--- src/rtl/frame_transfer_mblk_stats_sink.sv ---
// Macroblock statistics sink: checks framing of an RGB24 macroblock stream and
// reports the per-channel mean of every correctly framed block.
module frame_transfer_mblk_stats_sink #(
  parameter int CNT_W = 16
) (
  input  logic             ul1Clock,
  input  logic             ul1Reset_n,
  input  logic             ul1Active,
  input  logic [1:0]       ul2MacroBlockType,
  input  logic [23:0]      ul24Rgb24Data,
  input  logic             ul1MacroBlockEnd,
  input  logic             ul1Clear,
  output logic [23:0]      ul24MeanRgb,
  output logic             ul1MeanValid,
  output logic             ul1ErrLength,
  output logic             ul1ErrType,
  output logic [CNT_W-1:0] ulMblkCount,
  output logic [CNT_W-1:0] ulErrCount
);

  typedef enum logic [1:0] {
    S_IDLE    = 2'd0,
    S_ACCUM   = 2'd1,
    S_DISCARD = 2'd2
  } state_t;

  state_t           state_q, state_d;
  logic [1:0]       type_q, type_d;
  logic [8:0]       cnt_q, cnt_d;
  logic [15:0]      sum_r_q, sum_r_d, sum_g_q, sum_g_d, sum_b_q, sum_b_d;
  logic [23:0]      mean_q;
  logic             mean_valid_q, err_len_q, err_type_q;
  logic [CNT_W-1:0] mblk_cnt_q, err_cnt_q;

  logic             good_s, err_len_s, err_type_s;
  logic [8:0]       cnt_inc_s;
  logic [15:0]      add_r_s, add_g_s, add_b_s;

  function automatic logic [8:0] blk_len(input logic [1:0] t);
    case (t)
      2'd0:    blk_len = 9'd256;
      2'd1:    blk_len = 9'd64;
      2'd2:    blk_len = 9'd16;
      default: blk_len = 9'd0;
    endcase
  endfunction

  // Dividing by the pixel count is a shift; the sum never exceeds 255*N so 8 bits remain.
  function automatic logic [7:0] mean_of(input logic [15:0] sum, input logic [1:0] t);
    logic [15:0] sh;
    case (t)
      2'd0:    sh = sum >> 8;
      2'd1:    sh = sum >> 6;
      2'd2:    sh = sum >> 4;
      default: sh = 16'd0;
    endcase
    mean_of = sh[7:0];
  endfunction

  assign cnt_inc_s = cnt_q + 9'd1;
  assign add_r_s   = sum_r_q + {8'd0, ul24Rgb24Data[23:16]};
  assign add_g_s   = sum_g_q + {8'd0, ul24Rgb24Data[15:8]};
  assign add_b_s   = sum_b_q + {8'd0, ul24Rgb24Data[7:0]};

  always_comb begin
    state_d    = state_q;
    type_d     = type_q;
    cnt_d      = cnt_q;
    sum_r_d    = sum_r_q;
    sum_g_d    = sum_g_q;
    sum_b_d    = sum_b_q;
    good_s     = 1'b0;
    err_len_s  = 1'b0;
    err_type_s = 1'b0;
    if (ul1Active) begin
      case (state_q)
        S_IDLE: begin
          if (ul2MacroBlockType == 2'd3) begin
            err_type_s = 1'b1;
            state_d    = ul1MacroBlockEnd ? S_IDLE : S_DISCARD;
          end else begin
            type_d  = ul2MacroBlockType;
            cnt_d   = 9'd1;
            sum_r_d = {8'd0, ul24Rgb24Data[23:16]};
            sum_g_d = {8'd0, ul24Rgb24Data[15:8]};
            sum_b_d = {8'd0, ul24Rgb24Data[7:0]};
            // No block is one pixel long, so End on the first pixel is always early.
            if (ul1MacroBlockEnd) begin
              err_len_s = 1'b1;
              state_d   = S_IDLE;
            end else begin
              state_d   = S_ACCUM;
            end
          end
        end
        S_ACCUM: begin
          if (ul2MacroBlockType != type_q) begin
            err_type_s = 1'b1;
            state_d    = ul1MacroBlockEnd ? S_IDLE : S_DISCARD;
          end else begin
            sum_r_d = add_r_s;
            sum_g_d = add_g_s;
            sum_b_d = add_b_s;
            cnt_d   = cnt_inc_s;
            if (ul1MacroBlockEnd) begin
              state_d = S_IDLE;
              if (cnt_inc_s == blk_len(type_q)) begin
                good_s    = 1'b1;
              end else begin
                err_len_s = 1'b1;
              end
            end else if (cnt_inc_s == blk_len(type_q)) begin
              err_len_s = 1'b1;
              state_d   = S_DISCARD;
            end else begin
              state_d   = S_ACCUM;
            end
          end
        end
        S_DISCARD: begin
          state_d = ul1MacroBlockEnd ? S_IDLE : S_DISCARD;
        end
        default: begin
          state_d = S_IDLE;
        end
      endcase
    end else begin
      state_d = state_q;
    end
  end

  always_ff @(posedge ul1Clock) begin
    if (!ul1Reset_n) begin
      state_q      <= S_IDLE;
      type_q       <= 2'd0;
      cnt_q        <= 9'd0;
      sum_r_q      <= 16'd0;
      sum_g_q      <= 16'd0;
      sum_b_q      <= 16'd0;
      mean_q       <= 24'd0;
      mean_valid_q <= 1'b0;
      err_len_q    <= 1'b0;
      err_type_q   <= 1'b0;
      mblk_cnt_q   <= {CNT_W{1'b0}};
      err_cnt_q    <= {CNT_W{1'b0}};
    end else begin
      state_q      <= state_d;
      type_q       <= type_d;
      cnt_q        <= cnt_d;
      sum_r_q      <= sum_r_d;
      sum_g_q      <= sum_g_d;
      sum_b_q      <= sum_b_d;
      mean_valid_q <= good_s;
      err_len_q    <= err_len_s;
      err_type_q   <= err_type_s;
      if (good_s) begin
        mean_q <= {mean_of(sum_r_d, type_q), mean_of(sum_g_d, type_q), mean_of(sum_b_d, type_q)};
      end else begin
        mean_q <= mean_q;
      end
      // Clear takes precedence over a coincident count event.
      if (ul1Clear) begin
        mblk_cnt_q <= {CNT_W{1'b0}};
      end else if (good_s) begin
        mblk_cnt_q <= mblk_cnt_q + {{(CNT_W-1){1'b0}}, 1'b1};
      end else begin
        mblk_cnt_q <= mblk_cnt_q;
      end
      if (ul1Clear) begin
        err_cnt_q <= {CNT_W{1'b0}};
      end else if ((err_len_s || err_type_s) && (err_cnt_q != {CNT_W{1'b1}})) begin
        err_cnt_q <= err_cnt_q + {{(CNT_W-1){1'b0}}, 1'b1};
      end else begin
        err_cnt_q <= err_cnt_q;
      end
    end
  end

  assign ul24MeanRgb  = mean_q;
  assign ul1MeanValid = mean_valid_q;
  assign ul1ErrLength = err_len_q;
  assign ul1ErrType   = err_type_q;
  assign ulMblkCount  = mblk_cnt_q;
  assign ulErrCount   = err_cnt_q;

endmodule
--- config.mk ---
export PLATFORM = sky130hd
export DESIGN_NAME = frame_transfer_mblk_stats_sink
export DESIGN_NICKNAME = d
export VERILOG_FILES = /design/src/rtl/frame_transfer_mblk_stats_sink.sv
export SDC_FILE = /design/constraint.sdc
export NUM_CORES = 1
export LEC_CHECK = 0
export ABC_AREA = 1
export CORE_ASPECT_RATIO = 0.5
export CORE_MARGIN = 2
export CORE_UTILIZATION = 60
export DETAILED_ROUTE_END_ITERATION = 7
export GPL_ROUTABILITY_DRIVEN = 0
export HOLD_SLACK_MARGIN = 0.03
export PLACE_DENSITY_LB_ADDON = 0.25
export RECOVER_POWER = 50
export SLEW_MARGIN = 5
export SYNTH_ARGS = -nofsm -noshare
export SYNTH_HDL_FRONTEND = slang
export SYNTH_SLANG_ARGS = --single-unit
--- constraint.sdc ---
create_clock -name ul1Clock -period 5 [get_ports ul1Clock]
set_clock_uncertainty 0.15 [all_clocks]
set_input_delay 1.25 -clock ul1Clock [delete_from_list [all_inputs] [get_ports ul1Clock]]
set_output_delay 1.25 -clock ul1Clock [all_outputs]
set_load 0.05 [all_outputs]
==> Word-level counts from Yosys, hierarchy flattened <==
Index checks and enable logic that the tools add are counted.
{ "word_totals": {"ff_bits": 120, "word_cells": 93, "inputBits": 31, "output_inout_bits": 59} }
{ "op_classes": {"n_bitwise": 2, "reduce_logical": 8, "addsub": 6, "eq_ne": 11, "muxes": 51} }
{ "op_table": {"columns": ["op", "count"], "rows": [
  ["two-way mux 16 bit", 9],
  ["case mux 16 bit (2 select lines)", 3],
  ["two-way mux 9 bit", 10],
  ["case mux 8 bit (3 select lines)", 3],
  ["adder 16 x 8 -> 16 bit", 3],
  ["adder 16 x 1 -> 16 bit, second input constant", 2],
  ["case mux 9 bit (3 select lines)", 1],
  ["== test 9 bit", 2],
  ["case mux 9 bit (2 select lines)", 1],
  ["two-way mux 1 bit", 16],
  ["inequality test 16 bit, second input constant", 1],
  ["two-way mux 2 bit", 5],
  ["adder 9 x 1 -> 9 bit, second input constant", 1],
  ["== test 2 bit, second input constant", 3],
  ["case mux 2 bit (3 select lines)", 1],
  ["== test 2 x 1 -> 1 bit, second input constant", 2],
  ["logical NOT 2 bit", 2],
  ["inequality test 2 bit, second input constant", 2],
  ["case mux 1 bit (2 select lines)", 2],
  ["AND reduction 4 bit", 1],
  ["AND reduction 3 bit", 1],
  ["inequality test 2 bit", 1],
  ["NOT 1 bit", 2],
  ["nonzero test 2 bit", 1],
  ["other kinds (3)", 3]
]} }

==> Depth between registers and ports, before layout <==
{ "logic_depth": {"depth_word": 14, "depth_mapped": 17, "ltp_nobuf": 17} }

==> Worst setup path after synthesis <==
No wires, ideal clock.
{ "synth_path": {"kind": "input port to flip-flop", "from": "input port ul24Rgb24Data[16]", "to": "register mean_q[16], in the netlist ul24MeanRgb[16]", "n_path_buf": 0, "setup_time_ns": 0.132, "required_ns": 4.718, "slack_ns": 1.878, "arrival_ns": 2.839, "stages": 14, "path_cell_list": "ha_1 -> fa_1 -> nand2_1 -> nand2_1 -> nand3_1 -> nand3_1 -> nand2_1 -> nand2_1 -> nand3_1 -> o21ai_0 -> nand2_1 -> nand3_1 -> nand2_1 -> a21oi_1"} }
{ "synth_between": {"elab_chain_cells": 5} }
{ "synth_lines": {"columns": ["item", "line", "text"], "rows": [
  ["from (decl)", "10", "input logic [23:0] ul24Rgb24Data,"],
  ["adder 16 x 8 -> 16 bit", "61", "assign add_r_s = sum_r_q + {8'd0, ul24Rgb24Data[23:16]};"],
  ["two-way mux 16 bit", "97", "if (ul2MacroBlockType != type_q) begin"],
  ["case mux 16 bit (2 select lines)", "76", "case (state_q)"],
  ["two-way mux 16 bit", "75", "if (ul1Active) begin"],
  ["case mux 8 bit (3 select lines)", "51", "case (t)"],
  ["to (signal assigned)", "157", "mean_q <= {mean_of(sum_r_d, type_q), mean_of(sum_g_d, type_q), mean_of(sum_b_d, type_q)};"],
  ["to (signal assigned)", "159", "mean_q <= mean_q;"],
  ["to (decl)", "31", "logic [23:0] mean_q;"]
]} }
No other way between the ends. The select of a mux whose other input is x is not followed.
A chain may end at the register's enable or synchronous reset.

==> Final worst setup path <==
{ "layout_path": {"from": "input port ul2MacroBlockType[0]", "to": "register mean_q[8], in the netlist ul24MeanRgb[8]"} }
{ "layout_between": {"elab_chain_cells": 5, "elab_cells_between_ends": 10, "classes_between": "eq/ne (2); mux (8)"} }
{ "layout_lines": {"columns": ["item", "line", "text"], "rows": [
  ["from (decl)", "9", "input logic [1:0] ul2MacroBlockType,"],
  ["inequality test 2 bit / == test 2 bit (equally long branches)", "97, 78", null],
  ["two-way mux 16 bit, on equally long branches", "97, 78", null],
  ["case mux 16 bit (2 select lines)", "76", null],
  ["two-way mux 16 bit", "75", null],
  ["case mux 8 bit (3 select lines)", "51", null]
]} }
Parallel ways exist; a longest one is shown, timed or not. The select of a mux whose other input is x is not followed.

==> qor.yml <==
status: "finished clean"
overflow: 0
syn-cell-area_sq_um: 7609
seqPwrFrac_pct: 39.3
ys_seq_area_share_pct: 31.57
cts_buffers: 17
cpPeakStageDelay_ns: 0.62
drv_cap: 0
layout_common_cells: "nand2_1, nand3_1, inv_1, dfxtp_1, a21oi_1"
final_cell_area_sq_um: 9129
yosysWarnings: 0
wire_per_inst_microns: 14.55
cp.arrival_ns: 4.34
grt_pass1_wl_microns: 35760
drt-total-wl_microns: 21420
switching_share_pct: 30.81
synth_cell_types: 43
finalCritPeriodShare_pct: 84.36
rrSetupSlack_ns: 1.78
clock-sinks: 120
required_ns: 5.12
portBuffers: 89
antennaDiodeCount: 0
r2r_start: "type_q[1]$_SDFFE_PN0P_"
ios: 90
cts_setup_buffers: 0
num_vias: 8265
antenna_found_initial: 0
leakage_nw: 4.109
slew_headroom_pct: 38.17
place_hpwl_microns: 15130
timing.hold.ws_ns: 0.3168
synth_seq_cells: 120
p_total_mw: 2.532
path_max_fanout: 21
ctsResizeCount: 0
die-height_microns: 83.63
hold_path_startpoint: "ul24MeanRgb[14]$_SDFFE_PN0P_"
drv_slew: 0
cp_common_cell: "nand2_1"
final_common_cell: "nand2_1"
drive_gt1_share_pct: 4.839
die_w_microns: 163.3
period_minus_slack_ns: 4.218
tightest_slew_ns: 0.9241
placed_cell_area_sq_um: 8607
p_switching_mw: 0.7800
hp-class: "reg2reg"
rsz0062_at_grt: "no"
ctsHoldBuffers: 0
dieArea_sq_um: 13650
n_fill_cell: 1030
core_area_sq_um: 12520
path_cells: "dlygate4sd3_1 -> xnor2_2 -> nand2_4 -> clkinvlp_2 -> nand2_4 -> inv_1 -> nand3_1 -> nand2_1 -> nand2_1 -> nand2_1 -> nand2_1 -> nand3_1 -> nand2_1 -> a21oi_1"
nNetsFinal: 1353
rows: 29
vias_per_cell: 5.615
p_comb_share_pct: 15.6
pre_cts_ws_ns: 0.8638
r2r_cells: 15
async_reset_ff_share_pct: 0
synth-edff-count: 0
internal-power_mw: 1.752
firstDrtPassIters: 7
crit_slowest_cell: "dlygate4sd3_1"
crit_type: "in2reg"
clock-root-buffer: "clkbuf_16"
setup_violations: 0
fin_setup_tns_ns: 0
dp.cells: 1440
timing.final.ws_setup_ns: 0.7821
ant_nets: 0
clk_path_buf_depth: 2
worstHoldEndpoint: "ul24MeanRgb[14]$_SDFFE_PN0P_"
clk_latency_ns: 0.43
hold_violations: 0
area_growth_pct: 19.98
vdd_drop_max_mv: 0.1437
final_core_util_pct: 72.92
path_clk_slew_ns: 0.06
grt_max_degree: 74
fmax_mhz: 237.1
reg2reg_to: "ul24MeanRgb[8]$_SDFFE_PN0P_"
synth.net_count: 1273
synthFlopType: "dfxtp_1"
h-tree-depth: 4
endpoint_kind: "flip-flop"
grt_pass1_vias: 7640
clkPwrFrac_pct: 45.0
grt_usage_pct: 32.42
critPathLaunchType: "input pin"
start_util_pct: 60.78
drc: 0
syn_inst: 1209
cts_tree: "built"
avgSynthCellArea_sq_um: 6.293
stdcell_count: 1472
power_per_cell_area_nw_per_um2: 277.3
whs_path_depth: 2
drt-initial-drc-count: 629
[logic make-up (layout without fill, tap and decap cells)]
logic type,count (synthesis),after routing,share of synthesized area (%)
XOR/XNOR,20,20,2.401
AND/OR/NAND/NOR,672,672,37.81
flip-flops,120,120,31.57
buffers and inverters,178,271,9.308
adder cells (fa/ha/maj),33,33,5.723
AO/OA/AOI/OAI,186,186,13.19
[sequential cells by signal (all words and copies together) (netlist names)]
signal and count:
sum_b_q 16, sum_g_q 16, ulErrCount 16, state_q 2
cnt_q 9, ul1ErrLength 1, ulMblkCount 16, ul1MeanValid 1
sum_r_q 16, type_q 2, ul24MeanRgb 24, ul1ErrType 1
[power groups by stage]
stage / registers [mW] / logic (mW) / clock network (mW)
final: 0.995 / 0.396 / 1.14
after global routing: 0.997 / 0.441 / 1.19
after CTS: 0.994 / 0.393 / 1.15
after detailed placement: 1.02 / 0.387 / 0
after global placement: 1.01 / 0.376 / 0
after floorplan: 1.02 / 0.273 / 0
[how the worst max path moves through the flow]
| stage | startpoint | endpoint | slack (ns) | cells after the start |
|---|---|---|---|---|
| floorplan | ul24Rgb24Data[16] | ul24MeanRgb[16]$_SDFFE_PN0P_ | 1.88 | 14 |
| global placement | ul1Active | ulMblkCount[15]$_SDFFE_PP0P_ | 0.96 | 10 |
| detailed placement | ul1Active | ulMblkCount[7]$_SDFFE_PP0P_ | 0.86 | 10 |
| CTS | ul1Active | ulMblkCount[7]$_SDFFE_PP0P_ | 1.30 | 10 |
| global route | ul1Active | ulMblkCount[9]$_SDFFE_PP0P_ | 0.52 | 10 |
| finish | ul2MacroBlockType[0] | ul24MeanRgb[8]$_SDFFE_PN0P_ | 0.78 | 14 |
[routing by layer]
metal  routed length (microns)  global-route usage (%)  up-vias
met4                       303                   9.735        0
met5                         0                       0        -
met1                      9756                   43.88     3743
met2                      8986                   49.90      378
li1                          -                       -     4109
met3                      2371                   9.687       35
[cell usage after synthesis (all sizes together), types with 3 or more instances]
master | n | area [sq um]
fa | 3 | 60.06
a22oi | 9 | 72.57
nand2 | 395 | 1508
nand3 | 136 | 680.7
nand4 | 21 | 131.4
ha | 30 | 375.4
nor3b | 4 | 30.03
clkbuf | 23 | 86.33
dfxtp | 120 | 2402
inv | 140 | 528.0
buf | 15 | 93.83
nor3 | 26 | 140.1
or2 | 6 | 37.54
a31oi | 3 | 18.77
nor2 | 79 | 316.5
xor2 | 13 | 113.9
a21o | 4 | 30.03
a21oi | 109 | 545.5
a211oi | 3 | 22.52
xnor2 | 7 | 68.82
o21ai | 50 | 254.0
a21boi | 5 | 37.53
[area by class of cell]
cell class | count | area, sq um | area share [%]
clock buffer | 18 | 429.2 | 4.701
clock inverter | 14 | 113.9 | 1.247
inverter | 140 | 526.8 | 5.770
sequential | 120 | 2402 | 26.32
timing repair buffer | 99 | 958.4 | 10.50
multi-input combinational | 911 | 4486 | 49.14
tap | 170 | 212.7 | 2.330
[critical path: cells and delay by family]
family,cells,cell delay [ns]
buffers and inverters,3,1.60
AND/OR/NAND/NOR,9,1.23
XOR/XNOR,1,0.20
AO/OA/AOI/OAI,1,0.05
(Power assumes the default switching activity.)
